## config.mk

```make
export PLATFORM = sky130hd
export DESIGN_NAME = uart_tx_arbiter
export DESIGN_NICKNAME = d
export VERILOG_FILES = /design/src/rtl/uart_tx_arbiter_pkg.sv /design/src/rtl/uart_tx_arbiter_shift.sv /design/src/rtl/uart_tx_arbiter.sv
export SDC_FILE = /design/constraint.sdc
export NUM_CORES = 1
export LEC_CHECK = 0
export CORE_MARGIN = 2
export CORE_UTILIZATION = 42
export CTS_CLUSTER_DIAMETER = 60
export DETAILED_ROUTE_END_ITERATION = 8
export GPL_TIMING_DRIVEN = 1
export MAX_ROUTING_LAYER = met4
export PLACE_DENSITY = 0.76
export SLEW_MARGIN = 25
export SYNTH_ARGS = -nofsm -noshare
export SYNTH_HDL_FRONTEND = slang
export SYNTH_HIERARCHICAL = 1
export SYNTH_SLANG_ARGS = --single-unit
```

## constraint.sdc

```tcl
create_clock -name clk -period 2.4 [get_ports clk]
set_clock_uncertainty 0.1 [all_clocks]
set_input_delay 0.24 -clock clk [delete_from_list [all_inputs] [get_ports clk]]
set_output_delay 0.24 -clock clk [all_outputs]
set_load 0.005 [all_outputs]
```

## src/rtl/uart_tx_arbiter_pkg.sv

```systemverilog
// Shared definitions for the round-robin UART transmit arbiter.
//   - Line levels for the frame format used by uart_rx: the line idles low,
//     the start bit is high, 8 data bits are sent LSB first, the stop bit is low.
//   - State encoding for the transmit sequencer.
//   - rr_inc: advances a requester index by one, wrapping at n-1.
package uart_tx_arbiter_pkg;

  localparam logic UART_IDLE      = 1'b0;
  localparam logic UART_START     = 1'b1;
  localparam logic UART_STOP      = 1'b0;
  localparam int   UART_DATA_BITS = 8;

  // Width of owner / round-robin pointer; covers up to 8 requesters.
  localparam int OWNER_W = 3;

  typedef enum logic [2:0] {
    ST_IDLE  = 3'd0,
    ST_START = 3'd1,
    ST_DATA  = 3'd2,
    ST_STOP  = 3'd3,
    ST_GAP   = 3'd4
  } tx_state_e;

  // Next requester index after idx, modulo n.
  function automatic logic [OWNER_W-1:0] rr_inc(input logic [OWNER_W-1:0] idx,
                                                input int n);
    if (int'(idx) >= n - 1) begin
      return '0;
    end
    return idx + 1'b1;
  endfunction

endpackage

```

## src/rtl/uart_tx_arbiter_shift.sv

```systemverilog
// uart_tx_shift: frame sequencer and serialiser for one byte.
// A load pulse while idle captures byte_i and runs the frame
// START (1 bit), DATA (8 bits, LSB first), STOP (1 bit), then GAP idle-low bits.
// The line output is registered: tx_q always carries the level of the state
// that is current in the same cycle.
// Ports:
//   clk     in   bit clock, all logic on posedge
//   reset   in   synchronous, active-low
//   load_i  in   take byte_i and start a frame (only honoured while idle)
//   byte_i  in   byte to send
//   tx_o    out  serial line
//   busy_o  out  1 in START, DATA, STOP and GAP
//   idle_o  out  1 in IDLE: sequencer done and ready for the next load
module uart_tx_shift
  import uart_tx_arbiter_pkg::*;
#(
  parameter int GAP = 0
) (
  input  logic       clk,
  input  logic       reset,
  input  logic       load_i,
  input  logic [7:0] byte_i,
  output logic       tx_o,
  output logic       busy_o,
  output logic       idle_o
);

  // Last value of the gap counter; unused when GAP is 0 since GAP is skipped.
  localparam logic [3:0] GAP_LAST = (GAP > 0) ? 4'(GAP - 1) : 4'd0;

  tx_state_e  state_q, state_d;
  logic [2:0] bit_cnt_q;
  logic [3:0] gap_cnt_q;
  logic [7:0] shift_q;
  logic       tx_q, tx_d;

  // State register, counters and the registered line
  always_ff @(posedge clk) begin
    if (!reset) begin
      state_q   <= ST_IDLE;
      tx_q      <= UART_IDLE;
      bit_cnt_q <= '0;
      gap_cnt_q <= '0;
    end else begin
      state_q   <= state_d;
      tx_q      <= tx_d;
      bit_cnt_q <= (state_q == ST_DATA) ? bit_cnt_q + 3'd1 : 3'd0;
      gap_cnt_q <= (state_q == ST_GAP)  ? gap_cnt_q + 4'd1 : 4'd0;
    end
  end

  // Data register carries no reset: it is only read in DATA, which is always
  // entered through a load. Each edge into DATA puts shift_q[0] on the line
  // and exposes the next bit.
  always_ff @(posedge clk) begin
    if (load_i && state_q == ST_IDLE) begin
      shift_q <= byte_i;
    end else if (state_d == ST_DATA) begin
      shift_q <= {1'b0, shift_q[7:1]};
    end
  end

  // Next-state logic
  always_comb begin
    state_d = state_q;
    case (state_q)
      ST_IDLE:  if (load_i) state_d = ST_START;
      ST_START: state_d = ST_DATA;
      ST_DATA:  if (bit_cnt_q == 3'(UART_DATA_BITS - 1)) state_d = ST_STOP;
      ST_STOP:  state_d = (GAP > 0) ? ST_GAP : ST_IDLE;
      ST_GAP:   if (gap_cnt_q == GAP_LAST) state_d = ST_IDLE;
      default:  state_d = ST_IDLE;
    endcase
  end

  // Output logic: the line level is decoded from the state being entered so
  // that the registered tx lines up with the state it belongs to.
  always_comb begin
    tx_d = UART_IDLE;
    case (state_d)
      ST_START: tx_d = UART_START;
      ST_DATA:  tx_d = shift_q[0];
      ST_STOP:  tx_d = UART_STOP;
      default:  tx_d = UART_IDLE;
    endcase
  end

  assign tx_o   = tx_q;
  assign busy_o = (state_q != ST_IDLE);
  assign idle_o = (state_q == ST_IDLE);

endmodule

```

## src/rtl/uart_tx_arbiter.sv

```systemverilog
// uart_tx_arbiter: shares one serial transmit line among N byte requesters
// using round-robin arbitration. While the line is idle the first requesting
// index at or after rr_ptr wins; its byte is taken on that edge, ack pulses for
// that cycle, and the frame is sent by uart_tx_shift.
// Ports:
//   clk    in   bit clock, all logic on posedge
//   reset  in   synchronous, active-low
//   req    in   N     req[i]=1: requester i offers data[8*i+7:8*i]
//   data   in   8*N   packed request bytes
//   ack    out  N     one-cycle, one-hot pulse for the requester whose byte is taken
//   owner  out  3     requester being sent (valid while busy)
//   busy   out  1     high from the cycle after ack until the frame incl. gap ends
//   tx     out  1     serial line
module uart_tx_arbiter
  import uart_tx_arbiter_pkg::*;
#(
  parameter int N   = 4,
  parameter int GAP = 0
) (
  input  logic               clk,
  input  logic               reset,
  input  logic [N-1:0]       req,
  input  logic [8*N-1:0]     data,
  output logic [N-1:0]       ack,
  output logic [OWNER_W-1:0] owner,
  output logic               busy,
  output logic               tx
);

  logic [OWNER_W-1:0] rr_ptr_q, rr_ptr_d;
  logic [OWNER_W-1:0] owner_q;
  logic [OWNER_W-1:0] win_idx;
  logic [N-1:0]       req_rot;
  logic               grant_vld;
  logic               take;
  logic               line_idle;
  logic [7:0]         win_byte;

  // Rotate requests so bit 0 is the requester at rr_ptr; the first set bit
  // of the rotated vector is the winner, mapped back modulo N.
  always_comb begin
    req_rot   = N'({req, req} >> rr_ptr_q);
    grant_vld = 1'b0;
    win_idx   = '0;
    for (int k = 0; k < N; k++) begin
      if (!grant_vld && req_rot[k]) begin
        grant_vld = 1'b1;
        win_idx   = OWNER_W'((int'(rr_ptr_q) + k) % N);
      end
    end
  end

  always_comb begin
    win_byte = '0;
    for (int k = 0; k < N; k++) begin
      if (OWNER_W'(k) == win_idx) win_byte = data[8*k +: 8];
    end
  end

  // A grant happens only while the sequencer is idle and out of reset, which
  // keeps ack silent during reset and while a frame is on the line.
  assign take     = reset && line_idle && grant_vld;
  assign ack      = take ? (N'(1) << win_idx) : '0;
  assign rr_ptr_d = rr_inc(win_idx, N);

  always_ff @(posedge clk) begin
    if (!reset) begin
      rr_ptr_q <= '0;
      owner_q  <= '0;
    end else if (take) begin
      rr_ptr_q <= rr_ptr_d;
      owner_q  <= win_idx;
    end
  end

  assign owner = owner_q;

  uart_tx_shift #(
    .GAP(GAP)
  ) u_shift (
    .clk   (clk),
    .reset (reset),
    .load_i(take),
    .byte_i(win_byte),
    .tx_o  (tx),
    .busy_o(busy),
    .idle_o(line_idle)
  );

endmodule

```

# Word-level counts from Yosys, hierarchy flattened
# Cells that the tools add are included.
# word_totals
ff_bits,25
inputBits,38
word_cells,70
# classes
add_sub_neg,6
n_lt_le_gt_ge,1
n_eq_ne,9
shift,2
muxes,23
bitwise,3
reduce_logical,19
# ops
operator,n
two-way mux 8 bit,6
two-way mux 3 bit,8
one-hot mux 3 bit (4 select lines),1
>> shifter 8 x 3 -> 4 bit,1
adder 3 x 1 -> 3 bit (second input constant),2
== test 2 x 3 -> 1 bit (first input constant),2
== test 3 x 1 -> 1 bit (second input constant),2
== test 3 x 2 -> 1 bit (second input constant),2
== test 3 bit (second input constant),2
logical AND 1 bit,6
zero test 3 bit,2
OR reduction 2 bit,3
two-way mux 1 bit,5
adder 2 bit (second input constant),2
adder 4 x 1 -> 4 bit (second input constant),1
zero test 4 bit,1
two-way mux 4 bit,1
AND reduction 2 bit,2
left shift 1 x 3 -> 4 bit (first input constant),1
bitwise AND 1 bit (first input constant),3
== test 1 x 3 -> 1 bit (first input constant),1
>= comparator 3 x 2 -> 1 bit (second input constant),1
zero test 1 bit,3
nonzero test 3 bit,1
4 further kinds,4

# Depth between registers and ports, before layout
# Gate-level depths: netlist (run 1).
# logic_depth
word_depth,17
depth_mapped,10
mapped_depth_nobuf,8

# Modules after synthesis
# The synthesis (run 1) kept the hierarchy.
# modules_own_cells
mod,instances,cells_per_inst,area_per_inst_um2,seq_area_each_um2
uart_tx_shift,1,67,863.3,460.4
uart_tx_arbiter,1,87,631.9,80.1

# Worst setup path before layout (run 1)
# Ideal clock, no wire load.
# synth_path
kind,register -> register
start,register rr_ptr_q[1]
end,register u_shift.shift_q[6] (data pin)
setup_time_ns,0.260
arrival_time_ns,1.924
required_ns,2.040
setup_slack_ns,0.116
stages_incl_launch_ff,10
n_path_buf,1
cell_sequence,dfxtp_1 -> nand2_1 -> a211oi_1 -> nor2_1 -> ha_1 -> clkbuf_1 -> a21oi_1 -> o21ai_0 -> a22o_1 -> mux2_4
# synth_via
elab_chain_cells,17
word_cells_on_any_way,35
cone_classes,add/sub (3); eq/ne (3); shift (1); mux (13); bitwise (3); reduce/logical (12)
# synth_rtl
element,line,rtl
from (decl),uart_tx_arbiter.sv:30,"logic [OWNER_W-1:0] rr_ptr_q, rr_ptr_d;"
from (signal assigned),uart_tx_arbiter.sv:71,rr_ptr_q <= rr_ptr_d;
>> shifter 8 x 3 -> 4 bit,uart_tx_arbiter.sv:42,"req_rot = N'({req, req} >> rr_ptr_q);"
two-way mux 1 bit,uart_tx_arbiter.sv:46,if (!grant_vld && req_rot[k]) begin
zero test 1 bit,uart_tx_arbiter.sv:46,
logical AND 1 bit,uart_tx_arbiter.sv:46,
two-way mux 1 bit,uart_tx_arbiter.sv:46,
zero test 1 bit,uart_tx_arbiter.sv:46,
logical AND 1 bit,uart_tx_arbiter.sv:46,
two-way mux 1 bit,uart_tx_arbiter.sv:46,
zero test 1 bit,uart_tx_arbiter.sv:46,
logical AND 1 bit,uart_tx_arbiter.sv:46,
two-way mux 3 bit (*),uart_tx_arbiter.sv:46,
net win_idx[1],uart_tx_arbiter.sv:32,logic [OWNER_W-1:0] win_idx;
zero test 3 bit,uart_tx_arbiter.sv:56,if (OWNER_W'(k) == win_idx) win_byte = data[8*k +: 8];
two-way mux 8 bit (3 in series),uart_tx_arbiter.sv:56,
two-way mux 8 bit (*),uart_tx_arbiter.sv:56,
net win_byte[6],uart_tx_arbiter.sv:37,logic [7:0] win_byte;
two-way mux 8 bit (*),uart_tx_arbiter_shift.sv:56,if (load_i && state_q == ST_IDLE) begin
to (signal assigned),uart_tx_arbiter_shift.sv:57,shift_q <= byte_i;
to (signal assigned),uart_tx_arbiter_shift.sv:59,"shift_q <= {1'b0, shift_q[7:1]};"
to (decl),uart_tx_arbiter_shift.sv:34,logic [7:0] shift_q;
# The timed path passes the listed nets; every way through them passes the cells marked *.
# A chain may end at the register's enable or synchronous reset.

# Final worst setup path (run 1)
# layout_path
start,register rr_ptr_q[0]
end,register u_shift.shift_q[5] (data pin)
# The elaborated chain is that of the path after synthesis.

==> flow_summary_export.csv, run 1 <==
group,metric,value,unit
clocking,clk_latency,0.31,ns
detailed_routing,via_per_inst,5.32,
pwr,p_comb_share,57.7,%
clocking,cts_buffers,3,
detailed_routing,wl,4410,um
final_layout,final_common_cell,"clkdlybuf4s50_1",
synth,yosys_warnings,6,
final_layout,fin_nets,274,
sta,fin_crit_sh,98.0,%
worst_setup_path,cp_data_arrival_time,2.33,ns
pwr,irDropWorstVdd,0.448,mV
sta,period_needed,2.35,ns
clocking,root_buffer,"clkbuf_4",
pwr,p_int,0.00114,W
worst_setup_path,cp_num_buf_inv,3,
clocking,path_clk_slew,0.13,ns
sta,grt_setup_unrepaired,"true",
clocking,cts_num_sinks,23,
worst_setup_path,r2r-end,"u_shift/shift_q[5]",
run,maxCapViolCount,0,
worst_setup_path,max_stage_delay,0.39,ns
sta,hold_ws,0.335,ns
worst_setup_path,r2r_start,"rr_ptr_q[0]",
placement,portBuffers,45,
placement,gp_congestion,0.832,
detailed_routing,drc,0,
detailed_routing,detail-route-antenna-nets,0,
worst_setup_path,crit_slowest_cell,"dfxtp_4",
final_layout,area_growth_syn_to_layout,60.4,%
die,coreArea,3390,um2
hold_path,min_from,"u_shift/bit_cnt_q[0]",
final_layout,layout_common_cells,"clkdlybuf4s50_1, buf_4, nand2_1",
global_route,first_global_vias,1454,
synth,synth_flop_cell,"dfxtp_1",
clocking,cts_tree,"built",
hold_path,hold_path_class,"reg -> reg",
pwr,powerDensity,722,nW/um2
pwr,sequentialPowerShare,31.8,%
global_route,gr-total-overflow,0,
die,dieArea,4050,um2
sta,clock.fmax,0.425,GHz
detailed_routing,drt-initial-drc-count,111,
synth,yosysSeqAreaShare,36.2,%
worst_setup_path,cp-start-kind,"flip-flop",
clocking,cts_hold_buf,0,
detailed_routing,dr.pass1.iters,4,
die,fp-row-count,21,
synth,async_flop_share,0,%
final_layout,drive_above_1_share,34.8,%
final_layout,layout.cells.non_filler,273,
worst_setup_path,path_class,"reg -> reg",
die,die_w,63.7,um
worst_setup_path,crit_path_max_fanout,9,
sta,setup_violations,0,
global_route,track_usage,21.7,%
sta,finalHoldViolations,0,
worst_setup_path,ff2ff_setup_slack,0.05,ns
die,num_io_pins,47,
final_layout,n_fill_cell,242,
clocking,clk_path_buf_depth,2,
synth,syn_area_per_cell,9.71,um2
detailed_routing,wl_per_cell,16.1,um
worst_setup_path,cp_num_cells,10,
synth,syn-num-nets,200,
hold_path,hold_depth,1,
synth,synthCells,154,
global_route,grt_first_pass_wirelength,6710,um
synth,synth_cell_type_count,42,
hold_path,whs_endpoint,"u_shift/bit_cnt_q[0]",
placement,dp_cells,259,
pwr,switching_share,34.1,%
worst_setup_path,cp-end-kind,"flip-flop",
worst_setup_path,crit_required,2.38,ns
die,die_y,63.7,um
clocking,ctsHtreeMaxLevel,1,
pwr,clkPwrFrac,10.5,%
worst_setup_path,critPathTopFamily,"compound AO/OA/AOI/OAI gates",
worst_setup_path,rr_worst_depth,10,
final_layout,antenna_cells,0,
detailed_routing,vias,1451,
synth,synth_edf_count,8,
synth,syn_area,1500,um2
placement,dp_hpwl,3060,um
pwr,leakagePower,0.985,nW
die,initial_core_util,44.1,%
global_route,antenna_found_initial,0,
global_route,grt_max_degree,15,
pwr,p_sw,0.000591,W
run_status,outcome,"finished, final reports clean",
sta,drv_slew,0,
synth,synth_seq_cells,23,
worst_setup_path,path_cells,"nand2b_4 -> buf_4 -> a21oi_4 -> nor3_4 -> ha_4 -> buf_6 -> buf_8 -> a221oi_2 -> o31ai_1 -> mux2_4",
[registers in the layout, summed over array words and instances, names as in the netlist]
signal / count
u_shift/tx_o: 1
rr_ptr_q: 2
u_shift/shift_q: 8
u_shift/bit_cnt_q: 3
owner: 2
u_shift/gap_cnt_q: 4
u_shift/state_q: 3
[per-layer routing]
| layer | track usage (%) | vias to the layer above | wire length [um] |
|---|---|---|---|
| met2 | 40.4 | 25 | 2490 |
| met3 | 3.57 | 4 | 120 |
| met4 | 3.53 | 0 | 28 |
| met5 | - | - | 0 |
| li1 | - | 699 | - |
| met1 | 24.5 | 723 | 1770 |
[cell type report]
cell class | count | area (um2) | share of cell area (%)
inverters | 8 | 30.0 | 1.25
multi-input cells | 113 | 1030 | 42.8
clock inverters | 1 | 5.00 | 0.209
well taps | 46 | 57.6 | 2.40
clock buffers | 3 | 22.5 | 0.939
flip-flops and latches | 23 | 549 | 22.9
repair buffers | 79 | 707 | 29.5
[worst max-delay path by stage]
| stage | from | end | slack (ns) |
|---|---|---|---|
| CTS | rr_ptr_q[0] | u_shift/shift_q[4] | -0.02 |
| floorplan | rr_ptr_q[1] | u_shift/shift_q[6] | 0.12 |
| global placement | req[1] | u_shift/shift_q[0] | -0.56 |
| detailed placement | req[2] | u_shift/shift_q[5] | -0.72 |
| global route | rr_ptr_q[0] | u_shift/shift_q[7] | -0.04 |
| finish | rr_ptr_q[0] | u_shift/shift_q[5] | 0.05 |
[cells in the mapped netlist (3+ instances only)]
master | count | area, um2
edfxtp_1 | 8 | 240
nor2b_1 | 11 | 68.8
inv_1 | 7 | 26.3
a21oi_1 | 5 | 25.0
o31ai_1 | 8 | 60.1
clkbuf_1 | 5 | 18.8
ha_1 | 8 | 100
nand2b_1 | 3 | 18.8
o32ai_1 | 3 | 26.3
and3_1 | 5 | 31.3
dfxtp_1 | 15 | 300
nand2_1 | 15 | 56.3
mux2_4 | 7 | 105
a221oi_1 | 7 | 61.3
buf_6 | 3 | 33.8
nor2_1 | 12 | 45.0
[power by group through the flow]
stage | sequential (W) | combinational [W] | clock [W]
CTS | 0.000549 | 0.000850 | 0.000187
global placement | 0.000548 | 0.000731 | 0
finish | 0.000550 | 0.00100 | 0.000182
floorplan | 0.000542 | 0.000467 | 0
detailed placement | 0.000553 | 0.000755 | 0
global route | 0.000560 | 0.00107 | 0.000203
[through the flow]
stage | TNS (ns) | setup slack [ns] | util (%) | cell area, um2 | power (W)
2_1_floorplan | 0 | 0.116 | - | 1500 | 0.00101
3_3_place_gp | -5.46 | -0.557 | 62.1 | 2100 | 0.00128
3_5_place_dp | -7.03 | -0.716 | 62.1 | 2100 | 0.00131
4_1_cts | -0.0497 | -0.0156 | 67.4 | 2290 | 0.00159
5_1_grt | -0.123 | -0.0367 | 70.8 | 2400 | 0.00183
6_report | 0 | 0.0492 | 70.8 | 2400 | 0.00173
[timing repair]
item                                    4_1_cts  5_1_grt
cloned                                        0        0
gates resized for setup                      37       19
buffers inserted                              7        4
endpoints found under the hold margin         0        0
pin swaps                                     9        5
endpoints found under the setup margin       12       19
[kinds of logic (layout without fill, tap and decap cells)]
| family | Yosys count | in the layout | share of synthesized area (%) |
|---|---|---|---|
| multiplexers | 9 | 9 | 8.37 |
| buffers and inverters | 18 | 91 | 7.36 |
| adder cells (fa/ha/maj) | 8 | 8 | 6.69 |
| AND/OR/NAND/NOR | 59 | 59 | 21.1 |
| other | 1 | 1 | 0.251 |
| XOR/XNOR | 3 | 3 | 1.76 |
| flip-flops | 23 | 23 | 36.2 |
| AO/OA/AOI/OAI | 33 | 33 | 18.3 |
[worst register-to-register path, cell delays in order (launching register included)]
cell	delay (ns)
dfxtp_4	0.39
nand2b_4	0.14
buf_4	0.14
a21oi_4	0.15
nor3_4	0.08
ha_4	0.18
buf_6	0.12
buf_8	0.14
a221oi_2	0.30
o31ai_1	0.12
mux2_4	0.26
No activity file was read; power rests on OpenSTA's default activity.
==> inputs of run 2 (changes only) <==
TNS_END_PERCENT = 10   (was unset)
==> flow_summary_export.csv, run 2 (synthesis results as in run 1) <==
group,metric,value,unit
die,coreArea,3390,um2
clocking,cts_num_sinks,23,
final_layout,drive_above_1_share,34.2,%
worst_setup_path,crit_slowest_cell,"dfxtp_4",
placement,gp_congestion,0.832,
final_layout,layout_common_cells,"clkdlybuf4s50_1, buf_4, nand2_1",
pwr,sequentialPowerShare,32.0,%
detailed_routing,dr.pass1.iters,4,
worst_setup_path,crit_required,2.38,ns
pwr,leakagePower,0.963,nW
clocking,clk_path_buf_depth,2,
detailed_routing,detail-route-antenna-nets,0,
pwr,clkPwrFrac,10.6,%
detailed_routing,wl,4340,um
die,num_io_pins,47,
sta,fin_crit_sh,97.6,%
pwr,p_comb_share,57.4,%
pwr,p_sw,0.000594,W
die,die_y,63.7,um
detailed_routing,wl_per_cell,16.2,um
sta,drv_slew,0,
detailed_routing,drt-initial-drc-count,85,
die,dieArea,4050,um2
die,initial_core_util,44.1,%
sta,setup_violations,0,
global_route,first_global_vias,1478,
final_layout,antenna_cells,0,
sta,finalHoldViolations,0,
global_route,track_usage,21.4,%
sta,period_needed,2.34,ns
die,die_w,63.7,um
sta,fin_ws,0.0587,ns
placement,portBuffers,45,
clocking,cts_hold_buf,0,
sta,grt_setup_unrepaired,"true",
sta,clock.fmax,0.427,GHz
detailed_routing,drc,0,
die,fp-row-count,21,
clocking,cts_tree,"built",
global_route,antenna_found_initial,0,
clocking,ctsHtreeMaxLevel,1,
worst_setup_path,max_stage_delay,0.39,ns
worst_setup_path,cp-end-kind,"flip-flop",
pwr,p_int,0.00113,W
clocking,root_buffer,"clkbuf_4",
worst_setup_path,cp_num_buf_inv,1,
final_layout,top_regs,"u_shift/shift_q x8, u_shift/gap_cnt_q x4",
hold_path,hold_path_class,"reg -> reg",
worst_setup_path,path_cells,"nor2b_4 -> a211oi_4 -> or2_4 -> ha_2 -> nor2b_1 -> buf_6 -> a221oi_2 -> o31ai_1 -> mux2_4",
global_route,grt_first_pass_wirelength,6640,um
clocking,cts_buffers,3,
clocking,clk_latency,0.31,ns
worst_setup_path,cp_data_arrival_time,2.32,ns
final_layout,n_fill_cell,244,
pwr,switching_share,34.5,%
detailed_routing,vias,1450,
pwr,powerDensity,725,nW/um2
final_layout,final_util,70.1,%
worst_setup_path,crit_path_max_fanout,7,
worst_setup_path,cp-start-kind,"flip-flop",
pwr,irDropWorstVdd,0.418,mV
worst_setup_path,critPathTopFamily,"simple AND/OR/NAND/NOR gates",
final_layout,area_growth_syn_to_layout,58.9,%
worst_setup_path,path_class,"reg -> reg",
run,maxCapViolCount,0,
placement,place_ws,-0.716,ns
final_layout,final_common_cell,"clkdlybuf4s50_1",
final_layout,largest_reg_flops,8,
global_route,grt_max_degree,15,
final_layout,top_register,"u_shift/shift_q",
placement,dp_hpwl,3060,um
clocking,path_clk_slew,0.13,ns
run_status,outcome,"finished, final reports clean",
final_layout,fin_nets,269,
global_route,gr-total-overflow,0,
detailed_routing,via_per_inst,5.41,
==> run 2: area by class of cell <==
cell class                      count  area [um2]  share of cell area [%]
Multi-Input combinational cell    113        1040                    43.7
Timing Repair Buffer               74         673                    28.3
Sequential cell                    23         549                    23.1
Tap cell                           46        57.6                    2.42
Inverter                            8        30.0                    1.26
Clock buffer                        3        22.5                   0.948
Clock inverter                      1        5.00                   0.211
==> run 2: worst register-to-register path: stages, from the launching register on <==
cell	delay, ns
dfxtp_4	0.39
nor2b_4	0.20
a211oi_4	0.07
or2_4	0.24
ha_2	0.19
nor2b_1	0.14
buf_6	0.15
a221oi_2	0.26
o31ai_1	0.12
mux2_4	0.26
==> run 2: layer usage <==
| metal | vias up | global-route usage, % | routed length [um] |
|---|---|---|---|
| met5 | - | - | 0 |
| met4 | 0 | 5.71 | 68 |
| met3 | 8 | 3.93 | 228 |
| met2 | 44 | 39.7 | 2410 |
| met1 | 705 | 23.1 | 1630 |
| li1 | 693 | - | - |
==> run 2: power groups by stage <==
| stage | clock network (W) | registers, W | logic [W] |
|---|---|---|---|
| final | 0.000183 | 0.000551 | 0.000988 |
| after global routing | 0.000203 | 0.000560 | 0.00105 |
| after CTS | 0.000187 | 0.000549 | 0.000844 |
| after detailed placement | 0 | 0.000553 | 0.000755 |
| after global placement | 0 | 0.000548 | 0.000731 |
| after floorplan | 0 | 0.000542 | 0.000467 |
==> run 2: repair_timing <==
| item | in CTS | in global routing |
|---|---|---|
| endpoints found under the hold margin | 0 | 0 |
| setup buffers | 2 | 3 |
| endpoints found under the setup margin | 12 | 16 |
| pin swaps | 6 | 7 |
| resized for setup | 38 | 20 |
==> run 2: worst paths after layout <==
check                           cells after the start            startpoint                    to  slack [ns]
worst max-delay path                                9           rr_ptr_q[0]    u_shift/shift_q[4]        0.06
worst min-delay path                                1  u_shift/bit_cnt_q[0]  u_shift/bit_cnt_q[0]        0.33
worst max register to register                      9           rr_ptr_q[0]    u_shift/shift_q[4]        0.06
worst min register to register                      1  u_shift/bit_cnt_q[0]  u_shift/bit_cnt_q[0]        0.33
==> run 2: through the flow <==
step	setup TNS, ns	cells	power, W	instance area (um2)	hold slack, ns
after floorplan	0	154	0.00101	1500	0.298
after global placement	-5.46	259	0.00128	2100	0.309
after detailed placement	-7.03	259	0.00131	2100	0.320
after CTS	-0.167	265	0.00158	2260	0.339
after global routing	-0.0383	268	0.00182	2380	0.361
final	0	268	0.00172	2380	0.335
